<file path="config.mk">
export PLATFORM = sky130hd
export DESIGN_NAME = wts_slot_initiator_flat
export DESIGN_NICKNAME = d
export VERILOG_FILES = /design/src/rtl/wts_slot_pkg.sv /design/src/rtl/wts_slot_initiator_if.sv /design/src/rtl/wts_sync2.sv /design/src/rtl/wts_slot_initiator.sv /design/src/flat_wrapper.sv
export SDC_FILE = /design/constraint.sdc
export NUM_CORES = 1
export LEC_CHECK = 0
export ABC_CLOCK_PERIOD_IN_PS = 2800
export CAP_MARGIN = 25
export CORE_ASPECT_RATIO = 1.1
export CORE_MARGIN = 1
export CORE_UTILIZATION = 32
export DETAILED_ROUTE_END_ITERATION = 8
export GPL_TIMING_DRIVEN = 0
export PLACE_DENSITY = 0.65
export SLEW_MARGIN = 30
export SYNTH_ARGS = -nofsm -noshare
export SYNTH_HDL_FRONTEND = slang
export SYNTH_SLANG_ARGS = --single-unit
</file>
<file path="constraint.sdc">
create_clock -name clk -period 2.8 [get_ports clk]
set_clock_uncertainty 0.2 [all_clocks]
set_input_delay 0.28 -clock clk [delete_from_list [all_inputs] [get_ports clk]]
set_output_delay 0.28 -clock clk [all_outputs]
set_load 0.03 [all_outputs]
</file>
<file path="src/rtl/wts_slot_pkg.sv">
// Shared definitions for the Z80-style slot bus initiator: FSM state
// encoding and the strobe phase offsets within one 3-T-state bus cycle.
package wts_slot_pkg;

  typedef enum logic [1:0] {
    ST_IDLE,
    ST_RUN,
    ST_WAIT,
    ST_FINISH
  } state_t;

  localparam int T_CLKS_DEFAULT = 6;

  // Phase offsets, in clk cycles from the start of T1 (cnt = 0).
  function automatic int ph_t1_mid(input int t_clks);
    return t_clks / 2;
  endfunction

  function automatic int ph_t2_start(input int t_clks);
    return t_clks;
  endfunction

  function automatic int ph_t2_end(input int t_clks);
    return 2 * t_clks - 1;
  endfunction

  function automatic int ph_t3_mid(input int t_clks);
    return 2 * t_clks + t_clks / 2;
  endfunction

  function automatic int ph_cyc_end(input int t_clks);
    return 3 * t_clks - 1;
  endfunction

endpackage

</file>
<file path="src/rtl/wts_slot_initiator_if.sv">
// Host request/response and cartridge slot signals of the initiator.
// master: the initiator itself; slave: the host plus cartridge side.
interface wts_slot_initiator_if;
  logic        req;
  logic        we;
  logic [15:0] addr;
  logic [7:0]  wdata;
  logic        busy;
  logic        done;
  logic        error;
  logic [7:0]  rdata;
  logic [15:0] slot_a;
  logic [7:0]  slot_d_out;
  logic        slot_d_oe;
  logic [7:0]  slot_d_in;
  logic        slot_nsltsl;
  logic        slot_nmerq;
  logic        slot_nrd;
  logic        slot_nwr;
  logic        slot_nwait;
  logic        slot_nint;
  logic        int_req;

  modport master (
    input  req, we, addr, wdata, slot_d_in, slot_nwait, slot_nint,
    output busy, done, error, rdata, slot_a, slot_d_out, slot_d_oe,
           slot_nsltsl, slot_nmerq, slot_nrd, slot_nwr, int_req
  );

  modport slave (
    output req, we, addr, wdata, slot_d_in, slot_nwait, slot_nint,
    input  busy, done, error, rdata, slot_a, slot_d_out, slot_d_oe,
           slot_nsltsl, slot_nmerq, slot_nrd, slot_nwr, int_req
  );
endinterface

</file>
<file path="src/rtl/wts_sync2.sv">
// Two-flop synchronizer for negative-logic cartridge inputs; resets to
// the inactive level (1) so nothing looks asserted coming out of reset.
module wts_sync2
  import wts_slot_pkg::*;
(
  input  logic clk,
  input  logic reset,
  input  logic d,
  output logic q
);

  logic meta;

  // Shift the asynchronous input through two flops.
  always_ff @(posedge clk or posedge reset) begin
    // NOTE: reset forces the idle level, not 0, because the signals are active-low.
    if (reset) begin
      meta <= 1'b1;
      q    <= 1'b1;
    end else begin
      // NOTE: non-blocking so q takes the pre-edge meta, giving two real stages.
      meta <= d;
      q    <= meta;
    end
  end

endmodule

</file>
<file path="src/rtl/wts_slot_initiator.sv">
// Slot bus initiator: turns one host read/write request into a 3-T-state
// memory cycle on the cartridge slot, stretchable by slot_nwait with a
// timeout, and forwards the cartridge interrupt.
// Strobe registers are updated on the edge where cnt reaches a phase, so a
// strobe change and the matching cnt value become visible together.
module wts_slot_initiator
  import wts_slot_pkg::*;
#(
  parameter int T_CLKS     = T_CLKS_DEFAULT,
  parameter int WAIT_LIMIT = 255
) (
  input logic               clk,
  input logic               reset,
  wts_slot_initiator_if.master bus
);

  localparam int CNT_W  = $clog2(3 * T_CLKS);
  localparam int WAIT_W = $clog2(WAIT_LIMIT + 1);

  localparam logic [CNT_W-1:0] PH_T1_MID   = CNT_W'(ph_t1_mid(T_CLKS));
  localparam logic [CNT_W-1:0] PH_T2_START = CNT_W'(ph_t2_start(T_CLKS));
  localparam logic [CNT_W-1:0] PH_T2_END   = CNT_W'(ph_t2_end(T_CLKS));
  localparam logic [CNT_W-1:0] PH_T3_MID   = CNT_W'(ph_t3_mid(T_CLKS));
  localparam logic [CNT_W-1:0] PH_CYC_END  = CNT_W'(ph_cyc_end(T_CLKS));
  localparam logic [WAIT_W-1:0] WAIT_LAST  = WAIT_W'(WAIT_LIMIT - 1);

  state_t              state;
  logic [CNT_W-1:0]    cnt;
  logic [CNT_W-1:0]    cnt_nxt;
  logic [WAIT_W-1:0]   wait_cnt;
  logic                we_q;
  logic                nwait_s;
  logic                nint_s;

  wts_sync2 u_sync_nwait (.clk(clk), .reset(reset), .d(bus.slot_nwait), .q(nwait_s));
  wts_sync2 u_sync_nint  (.clk(clk), .reset(reset), .d(bus.slot_nint),  .q(nint_s));

  assign cnt_nxt     = cnt + 1'b1;
  assign bus.int_req = ~nint_s;

  // Bus-cycle FSM with phase counter; all slot and host outputs registered.
  always_ff @(posedge clk or posedge reset) begin
    if (reset) begin
      state           <= ST_IDLE;
      cnt             <= '0;
      wait_cnt        <= '0;
      we_q            <= 1'b0;
      bus.busy        <= 1'b0;
      bus.done        <= 1'b0;
      bus.error       <= 1'b0;
      bus.rdata       <= '0;
      bus.slot_a      <= '0;
      bus.slot_d_out  <= '0;
      bus.slot_d_oe   <= 1'b0;
      bus.slot_nsltsl <= 1'b1;
      bus.slot_nmerq  <= 1'b1;
      bus.slot_nrd    <= 1'b1;
      bus.slot_nwr    <= 1'b1;
    end else begin
      case (state)
        ST_IDLE: begin
          if (bus.req) begin
            we_q            <= bus.we;
            bus.slot_a      <= bus.addr;
            bus.slot_d_out  <= bus.wdata;
            bus.slot_d_oe   <= bus.we;
            bus.slot_nsltsl <= 1'b0;
            bus.busy        <= 1'b1;
            cnt             <= '0;
            state           <= ST_RUN;
          end
        end

        ST_RUN: begin
          if (cnt == PH_T2_END && !nwait_s) begin
            // Cartridge asks for wait states: hold the phase at end of T2.
            wait_cnt <= '0;
            state    <= ST_WAIT;
          end else if (cnt == PH_CYC_END) begin
            bus.slot_nsltsl <= 1'b1;
            bus.slot_d_oe   <= 1'b0;
            bus.done        <= 1'b1;
            state           <= ST_FINISH;
          end else begin
            cnt <= cnt_nxt;
            if (cnt_nxt == PH_T1_MID) begin
              bus.slot_nmerq <= 1'b0;
              bus.slot_nrd   <= we_q;
            end
            if (cnt_nxt == PH_T2_START && we_q) begin
              bus.slot_nwr <= 1'b0;
            end
            if (cnt_nxt == PH_T3_MID) begin
              if (!we_q) begin
                bus.rdata <= bus.slot_d_in;
              end
              bus.slot_nmerq <= 1'b1;
              bus.slot_nrd   <= 1'b1;
              bus.slot_nwr   <= 1'b1;
            end
          end
        end

        ST_WAIT: begin
          if (nwait_s) begin
            // The step out of T2 end hits no strobe phase, so only cnt moves.
            cnt   <= cnt_nxt;
            state <= ST_RUN;
          end else if (wait_cnt == WAIT_LAST) begin
            // Timeout: release the slot and report, leaving rdata untouched.
            bus.slot_nmerq  <= 1'b1;
            bus.slot_nrd    <= 1'b1;
            bus.slot_nwr    <= 1'b1;
            bus.slot_nsltsl <= 1'b1;
            bus.slot_d_oe   <= 1'b0;
            bus.done        <= 1'b1;
            bus.error       <= 1'b1;
            state           <= ST_FINISH;
          end else begin
            wait_cnt <= wait_cnt + 1'b1;
          end
        end

        ST_FINISH: begin
          bus.done  <= 1'b0;
          bus.error <= 1'b0;
          bus.busy  <= 1'b0;
          state     <= ST_IDLE;
        end

        default: state <= ST_IDLE;
      endcase
    end
  end

endmodule

</file>
<file path="src/flat_wrapper.sv">
// flat-port wrapper written by rule: the top's interface ports become plain ports
module wts_slot_initiator_flat import wts_slot_pkg::*;
#(
  parameter int T_CLKS     = T_CLKS_DEFAULT,
  parameter int WAIT_LIMIT = 255
)
  (clk, reset, bus_req, bus_we, bus_addr, bus_wdata, bus_slot_d_in, bus_slot_nwait, bus_slot_nint, bus_busy, bus_done, bus_error, bus_rdata, bus_slot_a, bus_slot_d_out, bus_slot_d_oe, bus_slot_nsltsl, bus_slot_nmerq, bus_slot_nrd, bus_slot_nwr, bus_int_req);
  wts_slot_initiator_if bus_i ();
  input logic clk;
  input logic reset;
  input wire logic [$bits(bus_i.req)-1:0] bus_req;
  input wire logic [$bits(bus_i.we)-1:0] bus_we;
  input wire logic [$bits(bus_i.addr)-1:0] bus_addr;
  input wire logic [$bits(bus_i.wdata)-1:0] bus_wdata;
  input wire logic [$bits(bus_i.slot_d_in)-1:0] bus_slot_d_in;
  input wire logic [$bits(bus_i.slot_nwait)-1:0] bus_slot_nwait;
  input wire logic [$bits(bus_i.slot_nint)-1:0] bus_slot_nint;
  output wire logic [$bits(bus_i.busy)-1:0] bus_busy;
  output wire logic [$bits(bus_i.done)-1:0] bus_done;
  output wire logic [$bits(bus_i.error)-1:0] bus_error;
  output wire logic [$bits(bus_i.rdata)-1:0] bus_rdata;
  output wire logic [$bits(bus_i.slot_a)-1:0] bus_slot_a;
  output wire logic [$bits(bus_i.slot_d_out)-1:0] bus_slot_d_out;
  output wire logic [$bits(bus_i.slot_d_oe)-1:0] bus_slot_d_oe;
  output wire logic [$bits(bus_i.slot_nsltsl)-1:0] bus_slot_nsltsl;
  output wire logic [$bits(bus_i.slot_nmerq)-1:0] bus_slot_nmerq;
  output wire logic [$bits(bus_i.slot_nrd)-1:0] bus_slot_nrd;
  output wire logic [$bits(bus_i.slot_nwr)-1:0] bus_slot_nwr;
  output wire logic [$bits(bus_i.int_req)-1:0] bus_int_req;
  assign bus_i.req = bus_req;
  assign bus_i.we = bus_we;
  assign bus_i.addr = bus_addr;
  assign bus_i.wdata = bus_wdata;
  assign bus_i.slot_d_in = bus_slot_d_in;
  assign bus_i.slot_nwait = bus_slot_nwait;
  assign bus_i.slot_nint = bus_slot_nint;
  assign bus_busy = bus_i.busy;
  assign bus_done = bus_i.done;
  assign bus_error = bus_i.error;
  assign bus_rdata = bus_i.rdata;
  assign bus_slot_a = bus_i.slot_a;
  assign bus_slot_d_out = bus_i.slot_d_out;
  assign bus_slot_d_oe = bus_i.slot_d_oe;
  assign bus_slot_nsltsl = bus_i.slot_nsltsl;
  assign bus_slot_nmerq = bus_i.slot_nmerq;
  assign bus_slot_nrd = bus_i.slot_nrd;
  assign bus_slot_nwr = bus_i.slot_nwr;
  assign bus_int_req = bus_i.int_req;
  wts_slot_initiator #(.T_CLKS(T_CLKS), .WAIT_LIMIT(WAIT_LIMIT)) u_core (.clk(clk), .reset(reset), .bus(bus_i));
endmodule
</file>
==> impl_metrics.csv <==
group,metric,value,unit
pwr,clockPowerShare,18.1,%
setup_path,r2r_start,"u_core.cnt[0]",
clocking,h-tree-depth,3,
setup_path,cp_slowest_cell,"dfrtp_1",
setup_path,r2r_slack,0.38,ns
timing,min_period,2.419,ns
synthesis,synth_enable_flop_cells,0,
synthesis,synth_top_area_cell,"dfrtp_1",
floorplanning,num_rows,35,
final_layout,syn_to_final_growth,40.56,%
setup_path,path_class,"register to register",
timing,setup_tns,0,ns
global_routing,grt_max_degree,43,
final_layout,layout_commonest_cell,"clkdlybuf4s50_1",
synthesis,synthXorXnorAreaFrac,1.551,%
pwr,p_per_area,1087,nW/µm²
final_layout,drive_gt1_share,22.22,%
synthesis,synthesis.area,2823,µm²
detailed_routing,wire_per_inst,13.09,µm
synthesis,ys_ff_latch,60,
detailed_routing,first_pass_iters,4,
timing,setup_violations,0,
global_routing,track_usage,13.79,%
synthesis,synth_compound_area_share,10.86,%
timing,fmax,413.3,MHz
clocking,cts_tree,"built",
placement,place_hpwl,4319,µm
timing,drv_slew,0,
timing,relSlewSlack,62.55,%
clocking,clk_pin_slew,0.07,ns
placement,placed_area,3765,µm²
synthesis,syn_nets,285,
clocking,root_buffer,"clkbuf_8",
clocking,post_cts_resize_count,0,
worst_hold_path,hp-class,"input pin to asynchronous set/reset pin",
final_layout,fin_cells,444,
clocking,cts_max_path_buffers,2,
run,drv_cap,0,
synthesis,synth_top_family_by_area,"multiplexers",
synthesis,syn_inst,238,
detailed_routing,drcViolationCount,0,
synthesis,ys.flop_type,"dfrtp_1",
synthesis,yosys.area_share.simple,12.23,%
timing,rsz0062_at_grt,"no",
setup_path,path_cells,"ha_1 > nand2_1 > o31ai_4 > nor3_1 > nand4_2 > mux2_2",
clocking,cts_made_buffers,9,
setup_path,crit_fanout,8,
detailed_routing,drt_iter0_drc,132,
pwr,combPwrFrac,50.0,%
floorplanning,die-width,91.55,µm
clocking,post_cts_buffers,0,
synthesis,synth_top_area_share,46.10,%
synthesis,ys_types,49,
global_routing,overflow,0,
setup_path,startpoint_type,"register",
placement,place_congestion,0.8487,
final_layout,final_core_util,46.94,%
detailed_routing,finalWirelength,5814,µm
pwr,switchingPower,0.001702,W
final_layout,most-common-layout-cells,"clkdlybuf4s50_1 (78), dfrtp_1 (52), mux2_2 (37), nand2_1 (21), o21ai_0 (13)",
setup_path,r2r_end,"u_core.bus.rdata[2]",
floorplanning,dieHeight,100.5,µm
placement,numPortBuffers,78,
timing,whs,0.02920,ns
floorplanning,design.core.area,8452,µm²
final_layout,final_nets,375,
floorplanning,die-area,9201,µm²
final_layout,num_antenna_cells,0,
clocking,clkLatencyLatePin,0.34,ns
pwr,p_sw_share,39.47,%
setup_path,slowest_delay,0.45,ns
global_routing,grt_pass1_vias,2167,
global_routing,grt_pass1_wl,9970,µm
synthesis,yosys-top-cells-area,"dfrtp_1 (46%), mux2_2 (15%), dfstp_2 (7.4%)",
synthesis,synth-warning-count,0,
setup_path,cp-end-kind,"register",
timing,worst_pin_slew,0.5542,ns
setup_path,cp.required,2.81,ns
outcome,status,"finished clean",
setup_path,crit_arrival,2.43,ns
pwr,p_leak,1.658,nW
global_routing,antenna_found_initial,0,
detailed_routing,viasPerCell,4.730,
timing,period_share,86.41,%
pwr,p_int,0.002610,W
synthesis,synth_fa_ha_area_share,3.989,%
clocking,cts_num_sinks,60,
pwr,peakVddDrop,0.6050,mV
clocking,holdBufCountCts,0,
floorplanning,boundaryPins,79,
setup_path,rr_worst_depth,6,
detailed_routing,num_vias,2100,
synthesis,synth.area.mux_share,15.12,%
synthesis,avgSynthCellArea,11.86,µm²
timing,finalHoldViolCount,0,
final_layout,stdcell_area,3968,µm²
detailed_routing,postRouteAntennaNets,0,
synthesis,ys_async_sr_fraction,100.0,%
floorplanning,initial_core_util,33.40,%
placement,dp.cells,428,
synthesis,synth.yosys.seq_area_share,53.55,%
pwr,pwr-share-seq,31.9,%
-- cell families after synthesis --
family,after synthesis
AND/OR/NAND/NOR,65
flip-flops,60
AO/OA/AOI/OAI,44
multiplexers,38
buffers and inverters,17
adder cells (fa/ha/maj),9
XOR/XNOR,5
-- per-layer routing --
metal / global-route usage [%] / part of all wire [%] / vias to the layer above
met3: 5.656 / 7.8 / 6
met5: 0 / 0 / -
met1: 17.12 / 44 / 1010
met4: 5.617 / 1.5 / 0
li1: - / - / 1028
met2: 21.34 / 46 / 56
-- stage by stage --
stage                     total power (W)  setup WS [ns]
after detailed placement         0.003553         0.4195
after CTS                        0.004358         0.3894
after global placement           0.003512        -0.2812
after global routing             0.004581         0.2081
final                            0.004312         0.3806
after floorplan                  0.002760         0.7221
-- synth_stat cells (2+ instances only) --
cell type	n
nor2b_1	5
ha_1	9
o21ai_0	13
nand3_1	7
a22o_1	2
dfrtp_1	52
nand3b_1	2
nand2b_1	3
inv_1	11
clkbuf_1	3
xor2_1	3
o31ai_1	2
a2bb2oi_1	3
dfstp_2	8
a31oi_1	2
nor3_1	4
a21oi_1	10
or3_1	2
or2_2	2
xnor2_1	2
nand4_1	2
nor2_1	8
mux2_2	37
nand2_1	21
-- sequential cells by signal (all words and copies together) (netlist names), 2 cells and up --
register	count
u_core.bus.rdata	8
u_core.bus.slot_a	16
u_core.cnt	5
u_core.wait_cnt	8
u_core.state	2
u_core.bus.slot_d_out	8
-- how the worst max path moves through the flow --
stage	cells past startpoint	slack, ns	from	end
3_5_place_dp	6	0.42	u_core.cnt[0]	u_core.bus.rdata[7]
5_1_grt	6	0.21	u_core.cnt[0]	u_core.bus.rdata[2]
6_report	6	0.38	u_core.cnt[0]	u_core.bus.rdata[2]
4_1_cts	6	0.39	u_core.cnt[0]	u_core.bus.rdata[2]
3_3_place_gp	2	-0.28	reset	u_core.wait_cnt[7]
2_1_floorplan	6	0.72	u_core.cnt[0]	u_core.bus.rdata[0]
-- power by group through the flow --
stage                     Sequential, W  Clock, W  Combinational, W
after floorplan                 0.00186         0          0.000902
after global placement          0.00138         0           0.00214
after detailed placement        0.00139         0           0.00217
after CTS                       0.00138  0.000803           0.00218
after global routing            0.00142  0.000845           0.00232
final                           0.00138  0.000782           0.00215
-- critical path: cells and delay by family, from the launching register on --
family                   cells  cell delay, ns
AO/OA/AOI/OAI                1            0.11
adder cells (fa/ha/maj)      1            0.32
flip-flops                   1            0.45
multiplexers                 1            0.36
AND/OR/NAND/NOR              3            0.87
-- area by class of cell --
| class | instances | area (µm²) |
|---|---|---|
| clock buffer | 12 | 155.1 |
| clock inverter | 4 | 47.55 |
| buffer | 6 | 35.03 |
| multi-input combinational | 161 | 1235 |
| inverter | 11 | 43.79 |
| tap | 111 | 138.9 |
| sequential | 60 | 1511 |
| fill | 781 | 4484 |
| timing repair buffer | 79 | 800.8 |
Note: power is estimated with default switching activity, not from simulation.
